## src/rtl/pixel_unpacker_if.sv

```systemverilog
// Packed-pixel AXI4-Stream word bus between the pixel packer and the unpacker.
interface pixel_unpacker_if;
  logic [31:0] tdata;
  logic [3:0]  tkeep;
  logic        tlast;
  logic        tuser;
  logic        tvalid;
  logic        tready;

  modport master (output tdata, tkeep, tlast, tuser, tvalid, input tready);
  modport slave  (input tdata, tkeep, tlast, tuser, tvalid, output tready);
endinterface

```

## src/rtl/pixel_unpacker.sv

```systemverilog
// Unpacks 32-bit words carrying 24-bit RGB pixels (4 pixels per 3 words) into
// one pixel per handshake with raster position, SOF/EOL markers and framing checks.
module pixel_unpacker #(
  parameter int X_SIZE = 640,
  parameter int Y_SIZE = 480
) (
  input  logic                   aclk,
  input  logic                   aresetn,
  pixel_unpacker_if.slave        in_stream,
  output logic [7:0]             r,
  output logic [7:0]             g,
  output logic [7:0]             b,
  output logic                   valid,
  input  logic                   ready,
  output logic                   sof,
  output logic                   eol,
  output logic [9:0]             x,
  output logic [8:0]             y,
  output logic                   sof_err,
  output logic                   eol_err,
  output logic [15:0]            frame_count
);

  localparam logic [9:0] X_LAST = 10'(X_SIZE - 1);
  localparam logic [8:0] Y_LAST = 9'(Y_SIZE - 1);

  // W0..W2 accept a word each; W3 drains the three held bytes as a pixel.
  typedef enum logic [1:0] {W0, W1, W2, W3} phase_t;

  phase_t      phase, phase_next;
  logic [7:0]  hold0, hold1, hold2, hold0_next, hold1_next, hold2_next;
  logic [9:0]  nx, nx_next;          // position the next loaded pixel gets
  logic [8:0]  ny, ny_next;
  logic [7:0]  r_next, g_next, b_next;
  logic [9:0]  x_next;
  logic [8:0]  y_next;
  logic        sof_next, eol_next, valid_next, sof_err_next, eol_err_next;
  logic [15:0] frame_count_next;

  logic        can_emit, accept, exp_user, exp_last, resync, line_cut, load;
  logic [7:0]  b0, b1, b2, b3, pix_r, pix_g, pix_b;
  logic [9:0]  px;
  logic [8:0]  py;
  logic        unused_keep;

  // All bytes are treated as valid, so tkeep carries no information.
  assign unused_keep = ^in_stream.tkeep;

  assign b0 = in_stream.tdata[7:0];
  assign b1 = in_stream.tdata[15:8];
  assign b2 = in_stream.tdata[23:16];
  assign b3 = in_stream.tdata[31:24];

  assign can_emit        = !valid || ready;
  assign in_stream.tready = aresetn && can_emit && (phase != W3);
  assign accept          = in_stream.tvalid && in_stream.tready;

  // tuser belongs on the W0 word that starts a frame; tlast on the W2 word
  // whose trailing W3 pixel closes the line.
  assign exp_user = (phase == W0) && (nx == 10'd0) && (ny == 9'd0);
  assign exp_last = (phase == W2) && (nx == X_LAST - 10'd1);
  assign resync   = accept && in_stream.tuser && !exp_user;
  assign line_cut = accept && in_stream.tlast && !exp_last && !resync;

  // Next-state: phase, held bytes, output register, raster position, error pulses
  always_comb begin
    phase_next       = phase;
    hold0_next       = hold0;
    hold1_next       = hold1;
    hold2_next       = hold2;
    nx_next          = nx;
    ny_next          = ny;
    frame_count_next = frame_count;
    r_next           = r;
    g_next           = g;
    b_next           = b;
    x_next           = x;
    y_next           = y;
    sof_next         = sof;
    eol_next         = eol;
    valid_next       = valid && !ready;
    sof_err_next     = 1'b0;
    eol_err_next     = 1'b0;
    load             = 1'b0;
    pix_r            = 8'd0;
    pix_g            = 8'd0;
    pix_b            = 8'd0;
    px               = nx;
    py               = ny;

    if (accept) begin
      load         = 1'b1;
      sof_err_next = (in_stream.tuser != exp_user);
      // A resynced word counts as a frame-start W0 word, where tlast never belongs.
      eol_err_next = resync ? in_stream.tlast : (in_stream.tlast != exp_last);
      if (resync) begin
        {pix_r, pix_g, pix_b} = {b0, b1, b2};
        hold0_next = b3;
        hold1_next = 8'd0;
        hold2_next = 8'd0;
        px         = 10'd0;
        py         = 9'd0;
        phase_next = W1;
      end else begin
        case (phase)
          W0: begin
            {pix_r, pix_g, pix_b} = {b0, b1, b2};
            hold0_next = b3;
            phase_next = W1;
          end
          W1: begin
            {pix_r, pix_g, pix_b} = {hold0, b0, b1};
            hold0_next = b2;
            hold1_next = b3;
            phase_next = W2;
          end
          W2: begin
            {pix_r, pix_g, pix_b} = {hold0, hold1, b0};
            hold0_next = b1;
            hold1_next = b2;
            hold2_next = b3;
            phase_next = W3;
          end
          default: ;
        endcase
      end
    end else if ((phase == W3) && can_emit) begin
      load                  = 1'b1;
      {pix_r, pix_g, pix_b} = {hold0, hold1, hold2};
      phase_next            = W0;
    end

    if (load) begin
      r_next     = pix_r;
      g_next     = pix_g;
      b_next     = pix_b;
      x_next     = px;
      y_next     = py;
      sof_next   = (px == 10'd0) && (py == 9'd0);
      eol_next   = (px == X_LAST);
      valid_next = 1'b1;
      // An early tlast ends the line after this pixel just like reaching X_LAST.
      if (line_cut || (px == X_LAST)) begin
        nx_next = 10'd0;
        if (py == Y_LAST) begin
          ny_next          = 9'd0;
          frame_count_next = frame_count + 16'd1;
        end else begin
          ny_next = py + 9'd1;
        end
      end else begin
        nx_next = px + 10'd1;
        ny_next = py;
      end
      // Leftover bytes of a cut line are dropped (including a pending W3 pixel).
      if (line_cut) begin
        phase_next = W0;
        hold0_next = 8'd0;
        hold1_next = 8'd0;
        hold2_next = 8'd0;
      end
    end
  end

  // State and output registers with asynchronous clear
  always_ff @(posedge aclk or negedge aresetn) begin
    if (!aresetn) begin
      phase       <= W0;
      hold0       <= 8'd0;
      hold1       <= 8'd0;
      hold2       <= 8'd0;
      nx          <= 10'd0;
      ny          <= 9'd0;
      frame_count <= 16'd0;
      r           <= 8'd0;
      g           <= 8'd0;
      b           <= 8'd0;
      x           <= 10'd0;
      y           <= 9'd0;
      sof         <= 1'b0;
      eol         <= 1'b0;
      valid       <= 1'b0;
      sof_err     <= 1'b0;
      eol_err     <= 1'b0;
    end else begin
      phase       <= phase_next;
      hold0       <= hold0_next;
      hold1       <= hold1_next;
      hold2       <= hold2_next;
      nx          <= nx_next;
      ny          <= ny_next;
      frame_count <= frame_count_next;
      r           <= r_next;
      g           <= g_next;
      b           <= b_next;
      x           <= x_next;
      y           <= y_next;
      sof         <= sof_next;
      eol         <= eol_next;
      valid       <= valid_next;
      sof_err     <= sof_err_next;
      eol_err     <= eol_err_next;
    end
  end

endmodule
```

## src/flat_wrapper.sv

```systemverilog
// flat-port wrapper written by rule: the top's interface ports become plain ports
module pixel_unpacker_flat 
#(
  parameter int X_SIZE = 640,
  parameter int Y_SIZE = 480
)
  (aclk, aresetn, r, g, b, valid, ready, sof, eol, x, y, sof_err, eol_err, frame_count, in_stream_tdata, in_stream_tkeep, in_stream_tlast, in_stream_tuser, in_stream_tvalid, in_stream_tready);
  pixel_unpacker_if in_stream_i ();
  input  logic aclk;
  input  logic aresetn;
  output logic [7:0] r;
  output logic [7:0] g;
  output logic [7:0] b;
  output logic valid;
  input  logic ready;
  output logic sof;
  output logic eol;
  output logic [9:0] x;
  output logic [8:0] y;
  output logic sof_err;
  output logic eol_err;
  output logic [15:0] frame_count;
  input wire logic [$bits(in_stream_i.tdata)-1:0] in_stream_tdata;
  input wire logic [$bits(in_stream_i.tkeep)-1:0] in_stream_tkeep;
  input wire logic [$bits(in_stream_i.tlast)-1:0] in_stream_tlast;
  input wire logic [$bits(in_stream_i.tuser)-1:0] in_stream_tuser;
  input wire logic [$bits(in_stream_i.tvalid)-1:0] in_stream_tvalid;
  output wire logic [$bits(in_stream_i.tready)-1:0] in_stream_tready;
  assign in_stream_i.tdata = in_stream_tdata;
  assign in_stream_i.tkeep = in_stream_tkeep;
  assign in_stream_i.tlast = in_stream_tlast;
  assign in_stream_i.tuser = in_stream_tuser;
  assign in_stream_i.tvalid = in_stream_tvalid;
  assign in_stream_tready = in_stream_i.tready;
  pixel_unpacker #(.X_SIZE(X_SIZE), .Y_SIZE(Y_SIZE)) u_core (.aclk(aclk), .aresetn(aresetn), .in_stream(in_stream_i), .r(r), .g(g), .b(b), .valid(valid), .ready(ready), .sof(sof), .eol(eol), .x(x), .y(y), .sof_err(sof_err), .eol_err(eol_err), .frame_count(frame_count));
endmodule
```

## config.mk

```make
export PLATFORM = sky130hd
export DESIGN_NAME = pixel_unpacker_flat
export DESIGN_NICKNAME = d
export VERILOG_FILES = /design/src/rtl/pixel_unpacker_if.sv /design/src/rtl/pixel_unpacker.sv /design/src/flat_wrapper.sv
export SDC_FILE = /design/constraint.sdc
export NUM_CORES = 1
export LEC_CHECK = 0
export CAP_MARGIN = 40
export CORE_ASPECT_RATIO = 0.75
export CORE_MARGIN = 4
export CORE_UTILIZATION = 53
export CTS_CLUSTER_SIZE = 12
export DETAILED_ROUTE_END_ITERATION = 8
export PLACE_DENSITY = 0.81
export RECOVER_POWER = 100
export SLEW_MARGIN = 20
export SYNTH_ARGS = -nofsm -noshare
export SYNTH_HDL_FRONTEND = slang
export SYNTH_SLANG_ARGS = --single-unit
```

## constraint.sdc

```tcl
create_clock -name aclk -period 3.86 [get_ports aclk]
set_input_delay 0.579 -clock aclk [delete_from_list [all_inputs] [get_ports aclk]]
set_output_delay 0.579 -clock aclk [all_outputs]
set_load 0.005 [all_outputs]
```

==> insert_results.sql <==
INSERT INTO impl_metrics (metric_group, metric, value, unit) VALUES
('outcome', 'outcome', 'complete, but fails checks', ''),
('outcome', 'failed_checks', 'capacitance limit, slew limit', ''),
('power_and_ir_drop', 'switching_share', '35.21', '%'),
('routing', 'detailroute.wirelength.met2', '7952', 'microns'),
('layout', 'final_common_cell', 'sky130_fd_sc_hd__nand2_1', ''),
('grt', 'grt_start_max_net_pins', '52', ''),
('routing', 'wl_met1', '6903', 'microns'),
('layout', 'filler_cell_count', '794', ''),
('layout', 'finalNetCount', '734', ''),
('routing', 'detail_route.vias_per_cell', '6.448', ''),
('synth', 'synth_async_sr_flop_share', '100.0', '%'),
('critical_path', 'path_class', 'flip-flop to flip-flop', ''),
('timing', 'post-route-min-period', '3.475', 'ns'),
('routing', 'avgRoutedWirePerCell', '20.53', 'microns'),
('critical_path', 'slowest_delay', '0.47', 'ns'),
('clock_tree', 'post_cts_resize_count', '0', ''),
('power_and_ir_drop', 'combPwrFrac', '37.0', '%'),
('clock_tree', 'cts-htree-levels', '3', ''),
('die', 'floorplan.io_pins', '107', ''),
('synth', 'yosys_register_bits', '109', ''),
('critical_path', 'worst-endpoint-arrival', '3.72', 'ns'),
('grt', 'vias_in_the_first_global_route', '5122', ''),
('timing', 'timing.slew.headroom', '-16.27', '%'),
('power_and_ir_drop', 'pwr-share-clk', '24.2', '%'),
('place', 'placement.cell_area', '0.006933', 'sq mm'),
('clock_tree', 'cts_hold_buffers', '0', ''),
('place', 'place.gp.congestion', '0.9245', ''),
('routing', 'antenna_left', '0', ''),
('synth', 'dominantRegCellSynth', 'sky130_fd_sc_hd__dfrtp_1', ''),
('routing', 'drtIter0Drc', '646', ''),
('die', 'fp.dieW', '128.4', 'microns'),
('synth', 'share_of_synthesized_area_occupied_by_flip_flops_and_latches', '47.31', '%'),
('clock_tree', 'worst_skew_pair.late_latency', '0.36', 'ns'),
('timing', 'final_hold_viols', '0', ''),
('timing', 'clock_skew', '0.005832', 'ns'),
('die', 'die_area', '0.01263', 'sq mm'),
('routing', 'dr_total_vias', '5307', ''),
('synth', 'syn_area_per_cell', '9.789', 'sq um'),
('grt', 'antenna_found_initial', '0', ''),
('critical_path', 'rr_worst_depth', '12', ''),
('die', 'fp.dieH', '98.33', 'microns'),
('worst_hold_path', 'hold_path_class', 'input pin to asynchronous set/reset pin', ''),
('routing', 'count_of_unresolved_drc_violations_after_routing', '0', ''),
('timing', 'layout_worst_path_cycle_share', '90.02', '%'),
('synth', 'synth-warning-count', '0', ''),
('routing', 'routed.top_layer', 'met4', ''),
('timing', 'highest_clock_rate', '287.8', 'MHz'),
('place', 'hpwlAfterDp', '11650', 'microns'),
('layout', 'post_route_cells_drive_above_1_share', '6.259', '%'),
('power_and_ir_drop', 'static-leakage-power', '3.322', 'nW'),
('place', 'port_buffers', '102', ''),
('routing', 'wl_met3', '1783', 'microns'),
('layout', 'layout-area-overhead-vs-synth', '23.91', '%'),
('synth', 'yosysTopAreaCellShare', '47.31', '%'),
('synth', 'netlist_area', '0.005766', 'sq mm'),
('timing', 'setup_viol', '0', ''),
('synth', 'synth.net_count', '641', ''),
('layout', 'antenna_diode_count', '0', ''),
('power_and_ir_drop', 'power_per_cell_area', '574.3', 'mW/mm^2'),
('run', 'maxCapViolCount', '1', ''),
('critical_path', 'r2r_slack', '0.39', 'ns'),
('timing', 'max_slew_violation_count', '28', ''),
('layout', 'fin_cells', '823', ''),
('power_and_ir_drop', 'internal_power', '2.658', 'mW'),
('critical_path', 'critical_path.reg2reg.endpoint', 'u_core.nx[5]', ''),
('routing', 'wl', '16900', 'microns'),
('power_and_ir_drop', 'max-vdd-ir-drop', '0.0003111', 'V'),
('die', 'site_row_count', '32', ''),
('critical_path', 'worst_setup_path_end_kind', 'flip-flop', ''),
('critical_path', 'cpMaxStageDelayCell', 'sky130_fd_sc_hd__and2_0', ''),
('die', 'area_inside_the_core_boundary', '0.01045', 'sq mm');
==> final cells by class <==
class | instances | area (sq um) | share of cell area (%)
sequential | 109 | 2728 | 38.18
multi-input combinational | 429 | 2718 | 38.04
timing repair buffer | 122 | 1171 | 16.39
clock buffer | 10 | 229.0 | 3.205
tap | 136 | 170.2 | 2.382
clock inverter | 6 | 87.58 | 1.226
inverter | 11 | 41.29 | 0.5779
==> state kept, by name (all words and copies together), names as in the netlist, 2 cells and up <==
signal              cells
u_core.frame_count     16
u_core.nx              10
u_core.x               10
u_core.ny               9
u_core.y                9
u_core.b                8
u_core.g                8
u_core.hold0            8
u_core.hold1            8
u_core.hold2            8
u_core.r                8
u_core.phase            2
==> synth_stat cells (3+ instances only) <==
cell type	number
sky130_fd_sc_hd__a21o_1	9
sky130_fd_sc_hd__a21oi_1	15
sky130_fd_sc_hd__a222oi_1	7
sky130_fd_sc_hd__a22o_1	17
sky130_fd_sc_hd__a22oi_1	25
sky130_fd_sc_hd__and2_1	3
sky130_fd_sc_hd__and3_1	10
sky130_fd_sc_hd__buf_2	6
sky130_fd_sc_hd__buf_6	4
sky130_fd_sc_hd__clkbuf_1	25
sky130_fd_sc_hd__dfrtp_1	109
sky130_fd_sc_hd__ha_1	10
sky130_fd_sc_hd__inv_1	10
sky130_fd_sc_hd__mux2i_1	19
sky130_fd_sc_hd__nand2_1	110
sky130_fd_sc_hd__nand2b_1	6
sky130_fd_sc_hd__nand3_1	16
sky130_fd_sc_hd__nand4_1	8
sky130_fd_sc_hd__nor2_1	18
sky130_fd_sc_hd__nor3_1	9
sky130_fd_sc_hd__nor4_1	5
sky130_fd_sc_hd__o211ai_1	7
sky130_fd_sc_hd__o21ai_0	52
sky130_fd_sc_hd__o21ai_1	3
sky130_fd_sc_hd__o221ai_1	6
sky130_fd_sc_hd__o221ai_2	10
sky130_fd_sc_hd__o31ai_1	9
sky130_fd_sc_hd__or3_1	4
sky130_fd_sc_hd__xnor2_1	11
sky130_fd_sc_hd__xor2_1	5
==> power by group through the flow <==
stage	sequential, mW	clock, mW	combinational [mW]
floorplan	1.58	0	0.918
CTS	1.59	1.01	1.62
finish	1.59	0.993	1.52
detailed placement	1.61	0	1.60
global route	1.62	1.05	1.64
global placement	1.60	0	1.53
==> through the flow <==
step | setup slack (ns) | hold WS [ns] | utilization (%)
final | 0.3851 | 0.4118 | 68.37
after global routing | 0.09750 | 0.4565 | 68.37
after CTS | 0.5388 | 0.2945 | 69.37
after detailed placement | 0.2657 | 0.4697 | 66.34
after global placement | 0.3142 | 0.4580 | 65.94
after floorplan | 1.052 | 0.2834 | -
==> layer usage <==
metal	vias to the layer above	GRT usage, %
met5	-	0
met4	0	8.157
met3	27	6.670
met2	315	40.66
met1	2603	38.07
li1	2362	-
==> worst max path at each step <==
stage	slack [ns]	end	cells past startpoint	startpoint
2_1_floorplan	1.05	u_core.frame_count[1]	12	u_core.phase[0]
3_3_place_gp	0.31	u_core.nx[5]	12	ready
3_5_place_dp	0.27	u_core.frame_count[10]	12	ready
4_1_cts	0.54	u_core.frame_count[10]	12	u_core.phase[0]
5_1_grt	0.1	u_core.nx[5]	12	u_core.phase[0]
6_report	0.39	u_core.nx[5]	12	u_core.phase[0]
==> logic make-up (layout without fill, tap and decap cells) <==
group | Yosys count | in the layout | synth area share [%]
mux | 21 | 21 | 3.689
flops | 109 | 109 | 47.31
buf+inv | 51 | 149 | 4.297
xor+xnor | 16 | 16 | 2.430
compound gates | 181 | 181 | 23.59
simple gates | 201 | 201 | 16.51
fa+ha+maj | 10 | 10 | 2.170
==> critical path: cells and delay by family, from the launching register on <==
kind            cells  cell delay [ns]
compound gates      2             0.66
fa+ha+maj           2             0.54
buf+inv             1             0.07
flops               1             0.43
simple gates        7             1.64
Note: power is estimated with default switching activity, not from simulation.
